### src/rtl/pc_fetch_pkg.sv
// Shared definitions for the fetch sequencer: state encoding and default geometry.
package pc_fetch_pkg;

    localparam int              DEF_PC_W         = 16;
    localparam int              DEF_INSTR_W      = 16;
    localparam int              DEF_PC_INC       = 2;
    localparam logic [15:0]     DEF_RESET_VECTOR = 16'h0000;

    typedef enum logic [1:0] {
        S_BOOT  = 2'd0,
        S_REQ   = 2'd1,
        S_HOLD  = 2'd2,
        S_FAULT = 2'd3
    } fetch_state_e;

endpackage

### src/rtl/pc_fetch_sequencer.sv
// Fetch front end: drives the PC write port, fetches at pc_cur and hands instructions to decode.
// Optional misaligned-redirect trap enabled by defining ALIGN_CHECK_EN.
module pc_fetch_sequencer
    import pc_fetch_pkg::*;
#(
    parameter int              PC_W         = DEF_PC_W,
    parameter int              INSTR_W      = DEF_INSTR_W,
    parameter int              PC_INC       = DEF_PC_INC,
    parameter logic [PC_W-1:0] RESET_VECTOR = PC_W'(DEF_RESET_VECTOR)
) (
    input  logic               clk,
    input  logic               rst_n,
    input  logic [PC_W-1:0]    pc_cur,
    output logic [PC_W-1:0]    pc_next,
    output logic               pc_write,
    output logic               imem_req,
    output logic [PC_W-1:0]    imem_addr,
    input  logic               imem_ack,
    input  logic [INSTR_W-1:0] imem_rdata,
    input  logic               redirect_valid,
    input  logic [PC_W-1:0]    redirect_target,
    output logic               instr_valid,
    input  logic               instr_ready,
    output logic [INSTR_W-1:0] instr,
    output logic [PC_W-1:0]    instr_pc
`ifdef ALIGN_CHECK_EN
    ,
    output logic               fetch_fault
`endif
);

    fetch_state_e    state_q;
    logic [PC_W-1:0] pc_inc;
    logic            bad_target;

    assign pc_inc = pc_cur + PC_W'(PC_INC);

`ifdef ALIGN_CHECK_EN
    assign bad_target = redirect_target[0];
`else
    assign bad_target = 1'b0;
`endif

    // PC write side is combinational; the boot write is gated by rst_n so reset stays inert.
    always_comb begin
        pc_write  = 1'b0;
        pc_next   = RESET_VECTOR;
        imem_req  = 1'b0;
        imem_addr = pc_cur;
        case (state_q)
            S_BOOT: begin
                pc_write = rst_n;
            end
            S_REQ: begin
                if (redirect_valid) begin
                    pc_write = ~bad_target;
                    pc_next  = redirect_target;
                end else begin
                    imem_req = 1'b1;
                    if (imem_ack) begin
                        pc_write = 1'b1;
                        pc_next  = pc_inc;
                    end
                end
            end
            S_HOLD: begin
                if (redirect_valid) begin
                    pc_write = ~bad_target;
                    pc_next  = redirect_target;
                end
            end
            default: ;
        endcase
    end

    always_ff @(posedge clk or negedge rst_n) begin
        if (!rst_n) begin
            state_q     <= S_BOOT;
            instr_valid <= 1'b0;
            instr       <= '0;
            instr_pc    <= '0;
`ifdef ALIGN_CHECK_EN
            fetch_fault <= 1'b0;
`endif
        end else begin
            case (state_q)
                S_BOOT: state_q <= S_REQ;
                S_REQ, S_HOLD: begin
                    if (redirect_valid) begin
                        // Redirect wins: flush the held instruction and drop any same-cycle ack.
                        instr_valid <= 1'b0;
                        state_q     <= S_REQ;
`ifdef ALIGN_CHECK_EN
                        if (bad_target) begin
                            state_q     <= S_FAULT;
                            fetch_fault <= 1'b1;
                        end
`endif
                    end else if (state_q == S_REQ) begin
                        if (imem_ack) begin
                            instr       <= imem_rdata;
                            instr_pc    <= pc_cur;
                            instr_valid <= 1'b1;
                            state_q     <= S_HOLD;
                        end
                    end else if (instr_ready) begin
                        instr_valid <= 1'b0;
                        state_q     <= S_REQ;
                    end
                end
`ifdef ALIGN_CHECK_EN
                S_FAULT: state_q <= S_FAULT;
`endif
                default: state_q <= S_BOOT;
            endcase
        end
    end

endmodule

### config.mk
export PLATFORM = sky130hd
export DESIGN_NAME = pc_fetch_sequencer
export DESIGN_NICKNAME = d
export VERILOG_FILES = /design/src/rtl/pc_fetch_pkg.sv /design/src/rtl/pc_fetch_sequencer.sv
export SDC_FILE = /design/constraint.sdc
export NUM_CORES = 1
export LEC_CHECK = 0
export CAP_MARGIN = 20
export CORE_MARGIN = 3
export CORE_UTILIZATION = 38
export DETAILED_ROUTE_END_ITERATION = 16
export GPL_TIMING_DRIVEN = 1
export PLACE_DENSITY = 0.81
export RECOVER_POWER = 50
export SYNTH_ARGS = -nofsm -noshare
export SYNTH_HDL_FRONTEND = slang
export SYNTH_SLANG_ARGS = --single-unit
### constraint.sdc
create_clock -name clk -period 2.38 [get_ports clk]
set_input_delay 0.476 -clock clk [delete_from_list [all_inputs] [get_ports clk]]
set_output_delay 0.476 -clock clk [all_outputs]
set_load 0.1 [all_outputs]
== Word level (Yosys, flattened, before mapping) ==
Cells that the tools add are included.

* Output and inout port bits: 67
* Register bits: 35
* Logic and storage cells: 36

* Add/subtract/negate cells: 1
* Reduce and logical (&&, ||, !) cells: 6
* Muxes and demuxes: 19
* Bitwise logic cells: 1
* Equality and inequality tests: 5

{| class="wikitable"
|+ Operator list
! cell !! number
|-
| 2-to-1 mux 16 bit || 3
|-
| one-hot mux 16 bit (2 select lines) || 1
|-
| adder 16 x 2 -> 16 bit, second input constant || 1
|-
| 2-to-1 mux 1 bit || 9
|-
| 2-to-1 mux 2 bit || 4
|-
| inequality test 4 bit, second input constant || 2
|-
| one-hot mux 2 bit (2 select lines) || 1
|-
| AND reduction 4 bit || 1
|-
| inequality test 3 bit, second input constant || 1
|-
| one-hot mux 1 bit (3 select lines) || 1
|-
| AND reduction 3 bit || 1
|-
| nonzero test 3 bit || 1
|-
| == test 2 x 1 -> 1 bit, second input constant || 1
|-
| == test 2 bit, second input constant || 1
|-
| logical NOT 2 bit || 1
|-
| AND reduction 2 bit || 1
|-
| OR reduction 2 bit || 1
|-
| NOT 1 bit || 1
|}

== Depth between registers and ports, before layout ==
* Depth after elaboration: 4
* Gate-level depth with buffers: 6
* Depth with buffers taken out: 6

== Worst setup path after synthesis ==
OpenSTA, ideal clock, no wires.

* Path kind: register -> output
* Start: register state_q[1]
* End: output pc_next[10]
* Stages on the path, launching flop included: 6
* Arrival: 4927 ps
* Slack: -3023 ps
* Buffers on the path: 0
* Data required time: 1904 ps
* Cell sequence: dfrtp_1 -> inv_1 -> ha_1 -> nor2b_1 -> nand3_1 -> o21ai_0

* Longest elaborated chain between the ends: 2
* Elaborated cells on any way between the ends: 3

{| class="wikitable"
|+ Ends and longest elaborated chain
! element !! RTL line !! RTL
|-
| start: declaration || pc_fetch_sequencer.sv:32 || <nowiki>fetch_state_e state_q;</nowiki>
|-
| start signal: assignment || pc_fetch_sequencer.sv:78 || <nowiki>state_q <= S_BOOT;</nowiki>
|-
| start signal: assignment || pc_fetch_sequencer.sv:87 || <nowiki>S_BOOT: state_q <= S_REQ;</nowiki>
|-
| start signal: assignment || pc_fetch_sequencer.sv:92 || <nowiki>state_q <= S_REQ;</nowiki>
|-
| == test 2 bit or == test 2 x 1 -> 1 bit (tied branches) || pc_fetch_sequencer.sv:50 || <nowiki>case (state_q)</nowiki>
|-
| one-hot mux 16 bit (2 select lines) (*) || pc_fetch_sequencer.sv:50 ||
|-
| end: declaration || pc_fetch_sequencer.sv:14 || <nowiki>output logic [PC_W-1:0] pc_next,</nowiki>
|}

Mark *: on every way between the ends. The rest lies on a longest branch, timed or not.

== Final worst setup path ==
* Start: input pc_cur[12]
* End: output pc_next[15]

* Longest elaborated chain between the ends: 4

{| class="wikitable"
|+ Ends and longest elaborated chain
! element !! RTL line !! RTL
|-
| start: declaration || pc_fetch_sequencer.sv:13 || <nowiki>input logic [PC_W-1:0] pc_cur,</nowiki>
|-
| adder 16 x 2 -> 16 bit || pc_fetch_sequencer.sv:36 || <nowiki>assign pc_inc = pc_cur + PC_W'(PC_INC);</nowiki>
|-
| 2-to-1 mux 16 bit || pc_fetch_sequencer.sv:60 || <nowiki>if (imem_ack) begin</nowiki>
|-
| 2-to-1 mux 16 bit || pc_fetch_sequencer.sv:55 || <nowiki>if (redirect_valid) begin</nowiki>
|-
| one-hot mux 16 bit (2 select lines) || pc_fetch_sequencer.sv:50 ||
|}

No other way between the ends.

==> results.sh <==
export IMPL_rows=25
export IMPL_grt_pass1_wl_um=10700
export IMPL_reg2reg_to="state_q[0]$_DFFE_PN0P_"
export IMPL_synth_avg_cell_area_um2=10.2
export IMPL_final_cells=416
export IMPL_synthXorXnorAreaFrac=0.0570
export IMPL_cp_top_family="buffers and inverters"
export IMPL_yosysSeqAreaShare=0.438
export IMPL_status="complete, but fails checks"
export IMPL_io_buffers=119
export IMPL_yosys_warnings=0
export IMPL_nets=406
export IMPL_drv_slew=0
export IMPL_hp_class="in2async"
export IMPL_clock_sinks=35
export IMPL_synth_ff_type="dfrtp_1"
export IMPL_grt_max_degree=36
export IMPL_cp_num_buf_inv=3
export IMPL_start_util=0.407
export IMPL_dp_cells=393
export IMPL_drtPass1Iterations=4
export IMPL_arrival_ps=1960
export IMPL_async_reset_ff_frac=1.00
export IMPL_critical_path_peak_fanout=3
export IMPL_slowest_delay_ps=370
export IMPL_syn_to_final_growth_pct=103
export IMPL_via_count=2078
export IMPL_rsz0062_at_grt="true"
export IMPL_synthTopCellsByArea="dfrtp_1 (44%), mux2_2 (17%), buf_4 (6.0%)"
export IMPL_final_area_um2=4060
export IMPL_synth_fa_ha_area_frac=0.0376
export IMPL_violations="setup timing"
export IMPL_gr_usage_all_layers=0.221
export IMPL_synth_nets=254
export IMPL_setup_ws_ps=-55.3
export IMPL_remaining_drc_errors=0
export IMPL_grt_pass1_vias=2170
export IMPL_cts_max_level=2
export IMPL_core_um2=4910
export IMPL_fp_dieW_um=78.5
export IMPL_root_buffer="clkbuf_8"
export IMPL_cp_required_ps=1900
export IMPL_wirelength_um=7670
export IMPL_crit_chain="dlygate4sd2_1 > nand4_1 > buf_4 > nor4_4 > xnor2_2 > o21ai_4 > buf_12"
export IMPL_final_common_cell="buf_4"
export IMPL_critPathLaunchType="input port"
export IMPL_postRouteAntennaNets=0
export IMPL_overflow=0
export IMPL_pre_cts_ws_ps=-467
export IMPL_syn_inst=195
export IMPL_cts_tree="yes"
export IMPL_synthMuxAreaShare=0.169
export IMPL_avgRoutedWirePerCell_um=18.4
export IMPL_crit_path_end_kind="output pin"
export IMPL_r2r_slack_ps=620
export IMPL_cts_buffer_depth=2
export IMPL_final_hold_viol_count=0
export IMPL_io_pins=120
export IMPL_synth_seq_cells=35
export IMPL_period_needed_ps=2440
export IMPL_antenna_found_initial=1
export IMPL_path_class="in2out"
export IMPL_fillers=278
export IMPL_worst_r2r_cell_count=7
export IMPL_drive_above_1_share=0.489
export IMPL_synth_compound_area_share=0.0783
export IMPL_max_slew_margin_rel=0.196
export IMPL_drt_iter0_markers=79
export IMPL_fmax_mhz=411
export IMPL_mostFrequentLayoutCells="buf_4 (47), clkdlybuf4s50_1 (37), dfrtp_1 (34)"
export IMPL_placed_area_um2=3780
export IMPL_worst_slew_pin_slew_ps=1210
export IMPL_drv_cap=0
export IMPL_synth_edff_count=0
export IMPL_synth_top_cell_area_share=0.438
export IMPL_synth_top_family_by_area="multiplexers"
export IMPL_synthSimpleGateAreaFrac=0.139
export IMPL_synth_top_area_cell="dfrtp_1"
export IMPL_hpwl_um=5190
export IMPL_finish_utilization=0.827
export IMPL_yosysUniqueCellTypes=31
export IMPL_numCtsBuffers=5
export IMPL_setup_viol=4
export IMPL_viasPerCell=5.00
export IMPL_die_area_um2=6160
export IMPL_worstSkewPairLatency_ps=290
export IMPL_timing_final_crit_share=1.02
export IMPL_critPathSlowestCell="nor4_4"
export IMPL_synth_area_um2=2000
export IMPL_place_congestion=0.822
export IMPL_clkTransAtPathRegs_ps=70
export IMPL_r2r_start="state_q[0]$_DFFE_PN0P_"
export IMPL_die_h_um=78.5
export IMPL_fin_skew_ps=2.67
==> synth_stat cells, types with 2 or more instances <==
cell type,instances
o21ai_0,11
buf_2,3
a22oi_1,3
nand3_1,5
xnor2_1,12
nand2_1,23
buf_4,16
ha_1,6
nor3_1,4
inv_1,6
nand4_1,2
dfrtp_1,35
a21oi_1,5
nor2_1,12
nor3b_1,2
mux2_2,30
nor4_1,3
nand2b_1,2
o21ai_1,3
==> how the worst max path moves through the flow <==
stage / slack, ps / start / depth (start not counted) / endpoint
detailed placement: -470 / pc_cur[1] / 7 / pc_next[15]
finish: -60 / pc_cur[12] / 7 / pc_next[15]
global placement: -360 / pc_cur[1] / 7 / pc_next[15]
global route: -120 / pc_cur[1] / 7 / pc_next[12]
floorplan: -410 / state_q[0]$_DFFE_PN0P_ / 4 / pc_next[0]
CTS: -10 / state_q[1]$_DFFE_PN0P_ / 6 / pc_next[1]
==> metrics by stage <==
step / hold WS, ps / setup TNS (ps)
after global placement: 468 / -2950
after floorplan: 180 / -5870
after CTS: 281 / -23.5
after detailed placement: 494 / -3520
final: 505 / -124
after global routing: 523 / -791
==> sequential cells by signal, indices dropped and copies added (netlist names) <==
register	flops
instr	16
instr_pc	16
instr_valid	1
state_q	2
==> logic make-up (layout without fill, tap and decap cells) <==
kind of cell             after synthesis  after routing
XOR/XNOR                              13             13
adder cells (fa/ha/maj)                6              6
multiplexers                          30             30
AO/OA/AOI/OAI                         27             27
flip-flops                            35             35
AND/OR/NAND/NOR                       58             58
buffers and inverters                 26            179
other                                  0              1
==> layer usage <==
metal	wire, µm	track usage
met1	2930	0.243
met2	4150	0.412
met3	476	0.0700
met4	108	0.0437
met5	0	0
==> worst register-to-register path: cells and delay by family (launching register included) <==
kind	cells	cell delay [ps]
adder cells (fa/ha/maj)	1	220
AND/OR/NAND/NOR	1	70
AO/OA/AOI/OAI	3	640
flip-flops	1	430
buffers and inverters	2	250
==> area by class of cell <==
type	instances	area, µm²	share of cell area
tap	67	83.8	0.0206
antenna	1	2.50	0.000616
multi-input combinational	134	1280	0.316
clock buffer	6	82.6	0.0203
sequential	35	877	0.216
timing repair buffer	165	1670	0.412
clock inverter	2	38.8	0.00955
inverter	6	22.5	0.00555
==> what timing repair did <==
item / in CTS / in global routing
endpoints found under the hold margin: 0 / 0
setup endpoints to repair: 16 / 15
setup buffers: 3 / 10
pin swaps: 13 / 6
hold buffers: 0 / 0
cloned: 0 / 1
gates resized for setup: 38 / 27
Power is left out: the tool's default activity adds up to more than one toggle a clock period on the data nets, which glitch-free logic cannot reach.
